<file path="config.mk">
export PLATFORM = sky130hd
export DESIGN_NAME = ram8x8
export DESIGN_NICKNAME = d
export VERILOG_FILES = /design/src/rtl/ram8x8_pkg.sv /design/src/rtl/ram8x8_reg8_en.sv /design/src/rtl/ram8x8.sv
export SDC_FILE = /design/constraint.sdc
export NUM_CORES = 1
export LEC_CHECK = 0
export CORE_MARGIN = 4
export CORE_UTILIZATION = 55
export CTS_BUF_LIST = sky130_fd_sc_hd__clkbuf_16
export DETAILED_ROUTE_END_ITERATION = 8
export PLACE_DENSITY = 0.83
export SLEW_MARGIN = 5
export SYNTH_ARGS = -nofsm -noshare
export SYNTH_HDL_FRONTEND = slang
export SYNTH_SLANG_ARGS = --single-unit
</file>
<file path="constraint.sdc">
create_clock -name clk -period 3.9 [get_ports clk]
set_input_delay 1.17 -clock clk [delete_from_list [all_inputs] [get_ports clk]]
set_output_delay 1.17 -clock clk [all_outputs]
set_load 0.01 [all_outputs]
</file>
<file path="src/rtl/ram8x8_pkg.sv">
// Shared constants and types for the 8x8 ROM/RAM slot.
// The geometry matches the ROM, so either can fill the same data-path slot.
// Contents: DATA_W/ADDR_W/DEPTH, the reset word, address/data typedefs,
// the read-entry struct, the mux2 used by the read tree and the 3:8 decoder.
package ram8x8_pkg;

  localparam int unsigned DATA_W = 8;
  localparam int unsigned ADDR_W = 3;
  localparam int unsigned DEPTH  = 32'(1) << ADDR_W;

  typedef logic [DATA_W-1:0] data_t;
  typedef logic [ADDR_W-1:0] addr_t;

  localparam data_t RST_VAL_DEFAULT = 8'h00;

  // One storage word plus its written-since-reset flag.
  typedef struct packed {
    logic  vld;
    data_t data;
  } entry_t;

  // Two-way selector for the read tree.
  function automatic entry_t mux2(input entry_t a, input entry_t b, input logic sel);
    return sel ? b : a;
  endfunction

  // One-hot decode of a word address.
  function automatic logic [DEPTH-1:0] dec_onehot(input addr_t a);
    logic [DEPTH-1:0] dec;
    dec    = '0;
    dec[a] = 1'b1;
    return dec;
  endfunction

endpackage

</file>
<file path="src/rtl/ram8x8_reg8_en.sv">
// One RAM word: DATA_W-bit register plus valid bit, synchronous reset, load enable.
// Ports: clk, rst (sync, active-high), en (load), din (write data),
//        q (registered {vld, data}).
module ram8x8_reg8_en
  import ram8x8_pkg::*;
#(
  parameter data_t RST_VAL = RST_VAL_DEFAULT
) (
  input  logic   clk,
  input  logic   rst,
  input  logic   en,
  input  data_t  din,
  output entry_t q
);

  data_t word_q, word_d;
  logic  vld_q,  vld_d;

  // Next-state: load on enable, otherwise hold.
  always_comb begin
    word_d = word_q;
    vld_d  = vld_q;
    if (en) begin
      word_d = din;
      vld_d  = 1'b1;
    end
  end

  // Reset takes priority over a write in the same cycle.
  always_ff @(posedge clk) begin
    if (rst) begin
      word_q <= RST_VAL;
      vld_q  <= 1'b0;
    end else begin
      word_q <= word_d;
      vld_q  <= vld_d;
    end
  end

  assign q.vld  = vld_q;
  assign q.data = word_q;

endmodule

</file>
<file path="src/rtl/ram8x8.sv">
// 8 x 8-bit RAM: one synchronous write port, one combinational read port.
// Ports: clk, rst (sync, active-high), WE/WA/DIN (write), RA (read address),
//        D (read data, combinational), V (word RA written since reset, combinational).
// Optional: define RAM8X8_BYPASS_EN to forward DIN onto D (with V=1) when a
//           write targets the address being read in the same cycle.
module ram8x8
  import ram8x8_pkg::*;
#(
  parameter data_t RST_VAL = RST_VAL_DEFAULT
) (
  input  logic  clk,
  input  logic  rst,
  input  logic  WE,
  input  addr_t WA,
  input  data_t DIN,
  input  addr_t RA,
  output data_t D,
  output logic  V
);

  logic [DEPTH-1:0] wr_en_c;
  entry_t           word_ent [DEPTH];
  entry_t           lvl1     [DEPTH/2];
  entry_t           lvl2     [DEPTH/4];
  entry_t           tree_c;
  entry_t           rd_c;

  // Write decode gated by WE; an unknown WA cannot reach a word while WE=0.
  assign wr_en_c = dec_onehot(WA) & {DEPTH{WE}};

  for (genvar i = 0; i < DEPTH; i++) begin : g_word
    ram8x8_reg8_en #(
      .RST_VAL (RST_VAL)
    ) u_word (
      .clk (clk),
      .rst (rst),
      .en  (wr_en_c[i]),
      .din (DIN),
      .q   (word_ent[i])
    );
  end

  // Read tree: RA[0] picks within pairs, RA[1] within quads, RA[2] the half.
  for (genvar j = 0; j < DEPTH/2; j++) begin : g_lvl1
    assign lvl1[j] = mux2(word_ent[2*j], word_ent[2*j+1], RA[0]);
  end
  for (genvar k = 0; k < DEPTH/4; k++) begin : g_lvl2
    assign lvl2[k] = mux2(lvl1[2*k], lvl1[2*k+1], RA[1]);
  end
  assign tree_c = mux2(lvl2[0], lvl2[1], RA[2]);

  // Read output, optionally forwarding an in-flight write to the same word.
  always_comb begin
    rd_c = tree_c;
`ifdef RAM8X8_BYPASS_EN
    if (WE && !rst && (RA == WA)) begin
      rd_c.vld  = 1'b1;
      rd_c.data = DIN;
    end
`endif
  end

  assign D = rd_c.data;
  assign V = rd_c.vld;

endmodule

</file>
==> results.md, run 1 <==
- Number of global-route vias before repair: 2332
- DR pass1 iterations: 4
- VDD IR-drop max: 358 uV
- Via count: 2458
- Critical path data required time: roughly 2.7 ns
- Port bufs: 25
- Synthesized flop and latch total: 72
- CTS max path bufs: 2
- Layout cell share with drive strength beyond 1: 12.9%
- Clock-pin slew on the worst setup and hold paths: 0.05 ns
- Initial antenna violation count: 0
- Effective utilization at floorplan: 57.6%
- Clock Sinks: 72
- Total CTS buffers: 9
- Post-CTS Hold Buffers: 0
- Total GRT Usage: ~22%
- Layout area overhead: 18.7%
- Average wire per standard cell: 17.6 um
- Worst path arrival time: about 2.7 ns
- Register area share after synthesis: about 45%
- Iter 0 DRT Violations: 162
- Root Driver: clkbuf_16
- Most common cell in the synthesized netlist: nand2_1
- Worst-path cell chain: buf_2 > bufbuf_16 > mux4_1 > mux2_2 > clkdlybuf4s15_1
- CTS H-Tree Depth: 3
- Leakage power: 0.00147 uW
- Clk Latency, worst-skew pair: approximately 0.32 ns
- Fin. Hold Viols: 0
- Worst hold path type: reg2reg
- FMAX: 262 MHz
- Post-route cell area: between 3000 and 4000 um2
- Core area: around 5600 um2
- Peak per-stage delay on the critical path: between 0.5 and 0.6 ns
- EDFF count, synth: 0
- Worst path slowest cell: mux4_1
- Main synth FF type: dfxtp_1
- Worst Clk Skew: 0 ns
- Max Cap Violations: 0
- Synth cell count leaders: nand2_1 (80), dfxtp_1 (72), a21oi_1 (40), nor2_1 (40), mux2i_1 (24)
- Overall power: approximately 1700 uW
- Cell variety after synth: 21
- DP HPWL: 4.66 mm
- Critical Path Sink Type: primary output
- Util after Layout: 68.3%
- Synth Instances: 329
- Total detailed-routing wirelength: 7.45 mm
- Die Width: 84.4 um
- Avg Inst Size Synth: ~9.8 um2
- Startpoint Class: primary input
- Final setup fails: 0
- Die area: 7120 um2
- RSZ-0062 raised after global routing: no
- Slew margin rel.: 41.0%
- Warnings from Yosys: 0
- First-pass GRT wire length: about 12 mm
- Final slew viol count: 0
- Final Critical Period: 3.82 ns
- Layout net count: 362
- RePlAce Congestion: 0.814
- Vias/cell: 5.82
- Syn Nets: 346
- # rows: 27
- Die height: 84.4 um
- IO Pins: 26
- CP max FO: 5
- Total gr overflow: 0
- Hold slack: about 0.45 ns
- # diodes: 0
- # DRC: 0
- Setup TNS: 0 ns
- Synth area leaders: dfxtp_1 (45%), mux4_1 (13%), nand2_1 (9.4%)
- Final period utilization: a little over nine tenths
- Ys async rst share: 0%
- Pwr dens: 438 nW/um2
- Area after DPL: 3480 um2
- CTS tree: built
- Worst slew pin tran: 0.884 ns
- Antenna-violating nets left: 0
- CP Class: in2out
- Yosys top cell by area: dfxtp_1
- Largest net degree at the start of global routing: 49
- Status: finished, final reports clean
- Top cell type's share of synthesized area: about 45%
- Mapped cell area: between 3000 and 4000 um2
[layer usage]
metal / track usage [%] / wire, um
met5: 0 / 0
met4: 11.5 / 161
met3: 4.91 / 649
met2: 35.1 / 3660
met1: 28.2 / 2980
[cell type report]
cell class	count	area, um2
fillers	422	1770
multi-input cells	224	1600
flip-flops and latches	72	1440
repair buffers	38	393
clock buffers	9	225
well taps	72	90.1
clock inverters	7	55.1
[what timing repair did]
action | in CTS | in global routing
gates resized for setup | 19 | 7
cloned | 2 | 0
setup buffers | 1 | 0
setup endpoints to repair | 9 | 7
[state kept, by name, indices dropped and copies added (netlist names)]
register,count
g_word.u_word.vld_q,8
g_word.u_word.word_q,64
[cell families (layout without fill, tap and decap cells)]
kind of cell           count (synthesis)  in the layout  share of synthesized area (%)
flip-flops                            72             72                           44.9
AND/OR/NAND/NOR                      133            133                           18.5
buffers and inverters                 33             54                           4.95
multiplexers                          51             51                           25.4
AO/OA/AOI/OAI                         40             40                           6.24
[cell usage in the layout, fill, tap and decap left out, drive strengths merged]
| cell | synthesis | final |
|---|---|---|
| and4bb | 3 | 3 |
| clkdlybuf4s15 | 0 | 4 |
| mux4 | 18 | 18 |
| and4b | 3 | 3 |
| nor2 | 40 | 40 |
| nor4b | 1 | 1 |
| nand4b | 3 | 3 |
| inv | 0 | 2 |
| clkinv | 0 | 4 |
| dlygate4sd2 | 0 | 4 |
| mux2 | 9 | 9 |
| clkbuf | 17 | 10 |
| bufinv | 0 | 1 |
| buf | 16 | 15 |
| a21oi | 40 | 40 |
| and4 | 1 | 1 |
| bufbuf | 0 | 1 |
| dfxtp | 72 | 72 |
| nand2 | 80 | 80 |
| or4b | 1 | 1 |
| clkdlybuf4s50 | 0 | 13 |
| mux2i | 24 | 24 |
| nand4 | 1 | 1 |
[path summary, 6_finish.rpt]
kind	cells after the start	from	to	slack, ns
worst max-delay path	5	RA[0]	D[0]	0.08
worst min register to register	2	g_word[5].u_word.word_q[4]	g_word[5].u_word.word_q[4]	0.45
worst max register to register	2	g_word[2].u_word.word_q[5]	g_word[2].u_word.word_q[5]	3.24
worst min-delay path	2	g_word[5].u_word.word_q[4]	g_word[5].u_word.word_q[4]	0.45
[where the power goes]
group | leakage, uW | internal, uW | total (uW) | switching, uW
Sequential | 0.000583 | 753 | 761 | 8.21
Clock | 0.000147 | 483 | 767 | 284
Combinational | 0.000739 | 66.6 | 139 | 72.0
Total | 0.00147 | 1300 | 1670 | 364
[critical path, delay by kind of cell]
kind | cells | cell delay [ns]
muxes | 2 | 0.84
buffers and inverters | 3 | 0.63
[per-stage QoR]
stage,instances,worst slack [ns]
finish,422,0.0829
global route,422,0.00659
CTS,422,0.00891
detailed placement,403,-0.448
global placement,403,-0.427
floorplan,329,0.526
No activity file was read; power rests on OpenSTA's default activity.
==> inputs of run 2 (changes only) <==
--- a/config.mk
+++ b/config.mk
@@ -6,9 +6,9 @@
 export NUM_CORES = 1
 export LEC_CHECK = 0
 export CORE_MARGIN = 4
-export CORE_UTILIZATION = 55
-export CTS_BUF_LIST = sky130_fd_sc_hd__clkbuf_16
+export CORE_UTILIZATION = 60
 export DETAILED_ROUTE_END_ITERATION = 8
+export DONT_BUFFER_PORTS = 1
 export PLACE_DENSITY = 0.83
 export SLEW_MARGIN = 5
 export SYNTH_ARGS = -nofsm -noshare
==> run 2 against run 1 <==
Final cell count fell by 9.5%; critical path depth fell by 3; combinational power fell by 54%; routed wire length fell by 0.47%; fmax rose by 19%; critical endpoint is now D[5]; largest power group is now registers.
==> results.md, run 2 (synthesis gave the netlist of run 1 again) <==
- Status: finished, final reports clean (unchanged)
- Die Width: 81.1 um (was 84.4 um)
- Clock Sinks: 72 (unchanged)
- Top reg by flops: g_word.u_word.word_q (unchanged)
- IO Pins: 26 (unchanged)
- Worst path arrival time: 2.04 ns (was 2.65 ns)
- Most frequent cells in the layout: nand2_1 (80), dfxtp_1 (72), nor2_1 (40), a21oi_1 (40), mux2i_1 (24) (unchanged)
- RR Startpoint: g_word[7].u_word.word_q[7] (was g_word[2].u_word.word_q[5])
- Largest net degree at the start of global routing: 73 (was 49)
- CP Class: in2out (unchanged)
- Critical Path Sink Type: primary output (unchanged)
- Post-CTS Hold Buffers: 0 (unchanged)
- Worst path slowest cell: mux4_1 (unchanged)
- Worst Clk Skew: 0 ns (unchanged)
- Post-route cell area: 3370 um2 (was 3810 um2)
- Final slew viol count: 0 (unchanged)
- Iter 0 DRT Violations: 187 (was 162)
- Final Critical Period: 3.21 ns (was 3.82 ns)
- Number of global-route vias before repair: 2334 (was 2332)
- Clk Latency, worst-skew pair: 0.34 ns (was 0.32 ns)
- Worst-path cell chain: mux4_1 > mux2_4 (was buf_2 > bufbuf_16 > mux4_1 > mux2_2 > clkdlybuf4s15_1)
- Vias/cell: 5.99 (was 5.82)
- Max Cap Violations: 0 (unchanged)
- Port bufs: 0 (was 25)
- Die height: 81.1 um (was 84.4 um)
- Clock-pin slew on the worst setup and hold paths: 0.07 ns (was 0.05 ns)
- Critical path data required time: 2.73 ns (about the same)
- FMAX: 312 MHz (was 262 MHz)
- Total detailed-routing wirelength: 7.41 mm (was 7.45 mm)
- CTS H-Tree Depth: 3 (unchanged)
- Util after Layout: 65.6% (was 68.3%)
- Max reg flops: 64 (unchanged)
- Hold endpoint: g_word[0].u_word.word_q[3] (was g_word[5].u_word.word_q[4])
- Final setup fails: 0 (unchanged)
- Post_cts resized: 0 (was 19)
- Total gr overflow: 0 (unchanged)
- DR pass1 iterations: 6 (was 4)
- Area after DPL: 3140 um2 (was 3480 um2)
- Slew margin rel.: 51.9% (was 41.0%)
- DP HPWL: 4.63 mm (was 4.66 mm)
- Via count: 2288 (was 2458)
- First-pass GRT wire length: 11.7 mm (was 12.0 mm)
- Layout cell share with drive strength beyond 1: 9.62% (was 12.9%)
- Reg2reg end: g_word[7].u_word.word_q[7] (was g_word[2].u_word.word_q[5])
- Flop-to-flop setup slack: 3.17 ns (was 3.24 ns)
- CTS max path bufs: 2 (unchanged)
- RSZ-0062 raised after global routing: no (unchanged)
- Top delay family on crit path: multiplexers (unchanged)
- VDD IR-drop max: 492 uV (was 358 uV)
- Initial antenna violation count: 0 (unchanged)
- Hold path depth: 2 (unchanged)
- # rows: 26 (was 27)
- Worst hold path type: reg2reg (unchanged)
- Leakage power: 0.00123 uW (was 0.00147 uW)
- # diodes: 0 (unchanged)
- CP Buf/Inv Count: 0 (was 3)
- Effective utilization at floorplan: 62.4% (was 57.6%)
- Die area: 6580 um2 (was 7120 um2)
- Total GRT Usage: 24.4% (was 22.1%)
- CP max FO: 18 (was 5)
- Fin. Hold Viols: 0 (unchanged)
- Post-CTS setup buffer count: 0 (was 1)
- RePlAce Congestion: 0.786 (was 0.814)
- Antenna-violating nets left: 0 (unchanged)
- HP Start: g_word[0].u_word.word_q[3] (was g_word[5].u_word.word_q[4])
- Top flop regs: g_word.u_word.word_q x64, g_word.u_word.vld_q x8 (unchanged)
- Layout area overhead: 5.11% (was 18.7%)
- Peak per-stage delay on the critical path: 0.55 ns (was 0.56 ns)
- Root Driver: clkbuf_8 (was clkbuf_16)
- Setup TNS: 0 ns (unchanged)
- CTS tree: built (unchanged)
- Overall power: 1520 uW (was 1670 uW)
- Final period utilization: 82.3% (was 97.9%)
- Total CTS buffers: 9 (unchanged)
- Pwr dens: 451 nW/um2 (was 438 nW/um2)
- Average wire per standard cell: 19.4 um (was 17.6 um)
- Worst slew pin tran: 0.719 ns (was 0.884 ns)
- Commonest non-fill, non-tap cell in the layout: nand2_1 (unchanged)
- Layout net count: 324 (was 362)
- # DRC: 0 (unchanged)
- Core area: 5140 um2 (was 5570 um2)
- Worst r2r path cells: 2 (unchanged)
- Startpoint Class: primary input (unchanged)
- Critical path depth in cells: 2 (was 5)
## run 2: layout make-up
class                      instances  area [um2]
multi-input combinational        224        1610
clock buffer                      10         128
clock inverter                     6         108
tap                               70        87.6
sequential                        72        1440
fill                             436        1770
## run 2: worst max-delay path by stage
stage / start / endpoint / slack, ns
6_report: RA[2] / D[5] / 0.69
5_1_grt: RA[0] / V / 0.69
4_1_cts: RA[0] / V / 0.69
3_5_place_dp: RA[0] / V / 0.69
3_3_place_gp: RA[0] / D[7] / 0.73
2_1_floorplan: RA[0] / D[0] / 0.53
## run 2: layer usage
metal	vias up	global-route usage, %	routed length, um
li1	1088	-	-
met1	1105	29.3	3010
met2	82	41.8	3740
met3	13	6.76	552
met4	0	8.61	115
met5	-	0	0
## run 2: per-stage QoR
step	setup slack, ns	instances	hold WS, ns
5_1_grt	0.690	382	0.464
3_5_place_dp	0.694	366	0.438
3_3_place_gp	0.732	366	0.434
4_1_cts	0.694	382	0.449
6_report	0.690	382	0.448
2_1_floorplan	0.526	329	0.432
## run 2: where the power goes
part           switching, uW  internal, uW
logic                   28.6          35.4
registers               8.72           752
clock network            273           423
total                    310          1210
==> inputs of run 3 (changes only) <==
==> constraint.sdc (replaced) <==
create_clock -name clk -period 3.4 [get_ports clk]
set_input_delay 1.02 -clock clk [delete_from_list [all_inputs] [get_ports clk]]
set_output_delay 1.02 -clock clk [all_outputs]
set_load 0.01 [all_outputs]
==> run 3 against run 2 <==
Global-route usage down 0.67 points; sequential share of layout area up 0.91 points; clock power down 17%; die area unchanged; critical path depth unchanged; cell area down 2.1%; final cell count unchanged; clock skew unchanged; non-clock buffer count unchanged; worst hold slack better by 0.00076 ns; first-iteration DRC count down 9.6%; register-to-register slack worse by 0.49 ns.
==> results.md, run 3 (synthesis gave the netlist of run 1 again) <==
- CTS max path bufs: 2 (unchanged)
- Worst path arrival time: 1.88 ns (was 2.04 ns)
- Top flop regs: g_word.u_word.word_q x64, g_word.u_word.vld_q x8 (unchanged)
- Effective utilization at floorplan: 62.4% (unchanged)
- CP max FO: 18 (unchanged)
- Total GRT Usage: 23.7% (was 24.4%)
- # diodes: 0 (unchanged)
- Top delay family on crit path: multiplexers (unchanged)
- CTS tree: built (unchanged)
- Final Critical Period: 2.90 ns
- CTS H-Tree Depth: 3 (unchanged)
- NetSw: 341 uW (was 310 uW)
- Leakage power: 0.00121 uW (was 0.00123 uW)
- Worst Setup SP: RA[0] (was RA[2])
- Via count: 2270 (was 2288)
- Clk Latency, worst-skew pair: 0.34 ns (about the same)
- Fin. Hold Viols: 0 (unchanged)
- Hold slack: 0.449 ns (was 0.448 ns)
- Worst Clk Skew: 0 ns (unchanged)
- RSZ-0062 raised after global routing: no (unchanged)
- Clk pwr share: 38.0% (was 45.8%)
- Average wire per standard cell: 18.7 um (was 19.4 um)
- Worst slew pin tran: 0.684 ns (was 0.719 ns)
- Worst path slowest cell: mux4_1 (unchanged)
- Clock Sinks: 72 (unchanged)
- FMAX: ~350 MHz
- Clock-pin slew on the worst setup and hold paths: 0.07 ns (about the same)
- Setup TNS: 0 ns (unchanged)
- Layout net count: 324 (unchanged)
- Max Cap Violations: 0 (unchanged)
- Final period utilization: 85.2%
- RePlAce Congestion: 0.786 (about the same)
- Largest net degree at the start of global routing: 73 (unchanged)
- CP Buf/Inv Count: 0 (unchanged)
- Final slew viol count: 0 (unchanged)
- Post_cts resized: 0 (unchanged)
- Slew margin rel.: 54.2% (was 51.9%)
- Sw Share: 22.4% (was 20.4%)
- Core area: 5140 um2 (unchanged)
- Post-CTS Hold Buffers: 0 (unchanged)
- IO Pins: 26 (unchanged)
- Iter 0 DRT Violations: 169 (was 187)
- Port bufs: 0 (unchanged)
- CP Class: in2out (unchanged)
- Most frequent cells in the layout: nand2_1 (80), dfxtp_1 (72), nor2_1 (40), a21oi_1 (40), mux2i_1 (24) (unchanged)
- # rows: 26 (unchanged)
- Final setup fails: 0 (unchanged)
- Initial antenna violation count: 0 (unchanged)
- # DRC: 0 (unchanged)
- First-pass GRT wire length: 11.2 mm (was 11.7 mm)
- Seq pwr share: 57.3% (was 50.0%)
- Number of global-route vias before repair: 2194 (was 2334)
- Pwr dens: 461 nW/um2 (was 451 nW/um2)
- Post-CTS setup buffer count: 0 (unchanged)
- Vias/cell: 5.94 (was 5.99)
- Commonest non-fill, non-tap cell in the layout: nand2_1 (unchanged)
- Die Width: 81.1 um (unchanged)
- Startpoint Class: primary input (unchanged)
- Total gr overflow: 0 (unchanged)
- HP Start: g_word[3].u_word.word_q[4] (was g_word[0].u_word.word_q[3])
- Layout area overhead: 2.93% (was 5.11%)
- Critical Path Sink Type: primary output (unchanged)
- VDD IR-drop max: 338 uV (was 492 uV)
- Status: finished, final reports clean (unchanged)
- Layout cell share with drive strength beyond 1: 9.29% (was 9.62%)
- Worst-path cell chain: mux4_1 > mux2_2 (was mux4_1 > mux2_4)
- Gate power share: 4.8% (was 4.2%)
- Total CTS buffers: 9 (unchanged)
- Total detailed-routing wirelength: 7.16 mm (was 7.41 mm)
- RR Startpoint: g_word[6].u_word.word_q[2] (was g_word[7].u_word.word_q[7])
- Die height: 81.1 um (unchanged)
- DR pass1 iterations: 4 (was 6)
- Worst hold path type: reg2reg (unchanged)
- Root Driver: clkbuf_8 (unchanged)
- Critical path data required time: 2.38 ns (was 2.73 ns)
- Top reg by flops: g_word.u_word.word_q (unchanged)
- Peak per-stage delay on the critical path: 0.53 ns (was 0.55 ns)
- Antenna-violating nets left: 0 (unchanged)
- Max reg flops: 64 (unchanged)
- Internal: 1180 uW (was 1210 uW)
- Die area: 6580 um2 (unchanged)
- DP HPWL: 4.51 mm (was 4.63 mm)
- Fill cells: 416 (was 436)
==> run 3: changes by cell type in the layout (fill, tap and decap cells not counted) <==
cell        before  now
clkbuf_1         1    2
bufinv_16        3    0
clkinvlp_4       1    0
clkinv_2         2    4
clkbuf_8         9   10
==> run 3: area by class of cell <==
type	instances	area [um2]	share of cell area, %
Multi-Input combinational cell	224	1610	48.7
Tap cell	70	87.6	2.65
Sequential cell	72	1440	43.7
Clock inverter	4	20.0	0.606
Clock buffer	12	145	4.40
==> run 3: worst paths after layout <==
| check | to | slack [ns] | cells after the start |
|---|---|---|---|
| max | D[0] | 0.50 | 2 |
| min | g_word[3].u_word.word_q[4] | 0.45 | 2 |
| max reg2reg | g_word[6].u_word.word_q[2] | 2.68 | 2 |
| min reg2reg | g_word[3].u_word.word_q[4] | 0.45 | 2 |
==> run 3: worst reg2reg max path, delay by kind of cell, from the launching register on <==
family | cells | cell delay, ns
simple gates | 1 | 0.07
compound gates | 1 | 0.22
flops | 1 | 0.35
==> run 3: power groups by stage <==
stage / registers (uW) / clock network [uW] / logic (uW)
after global routing: 874 / 628 / 79.1
after CTS: 872 / 591 / 73.1
final: 872 / 578 / 72.9
after detailed placement: 891 / 0 / 72.9
after global placement: 890 / 0 / 70.2
after floorplan: 887 / 0 / 100
==> run 3: stage by stage <==
step                      setup slack [ns]  std cells  area (um2)  power [uW]  utilization, %
after detailed placement             0.501        366        3140         964            61.0
after global routing                 0.491        382        3300        1580            64.2
after CTS                            0.503        382        3300        1540            64.2
after floorplan                      0.326        329        3210         988               -
after global placement               0.533        366        3140         960            61.0
final                                0.502        382        3300        1520            64.2
==> run 3: layer usage <==
metal | vias to the layer above | track usage [%] | share of wire [%]
li1 | 1090 | - | -
met4 | 0 | 10.6 | 2.6
met2 | 85 | 38.8 | 49
met3 | 20 | 8.09 | 8.6
met5 | - | 0 | 0
met1 | 1075 | 28.1 | 40
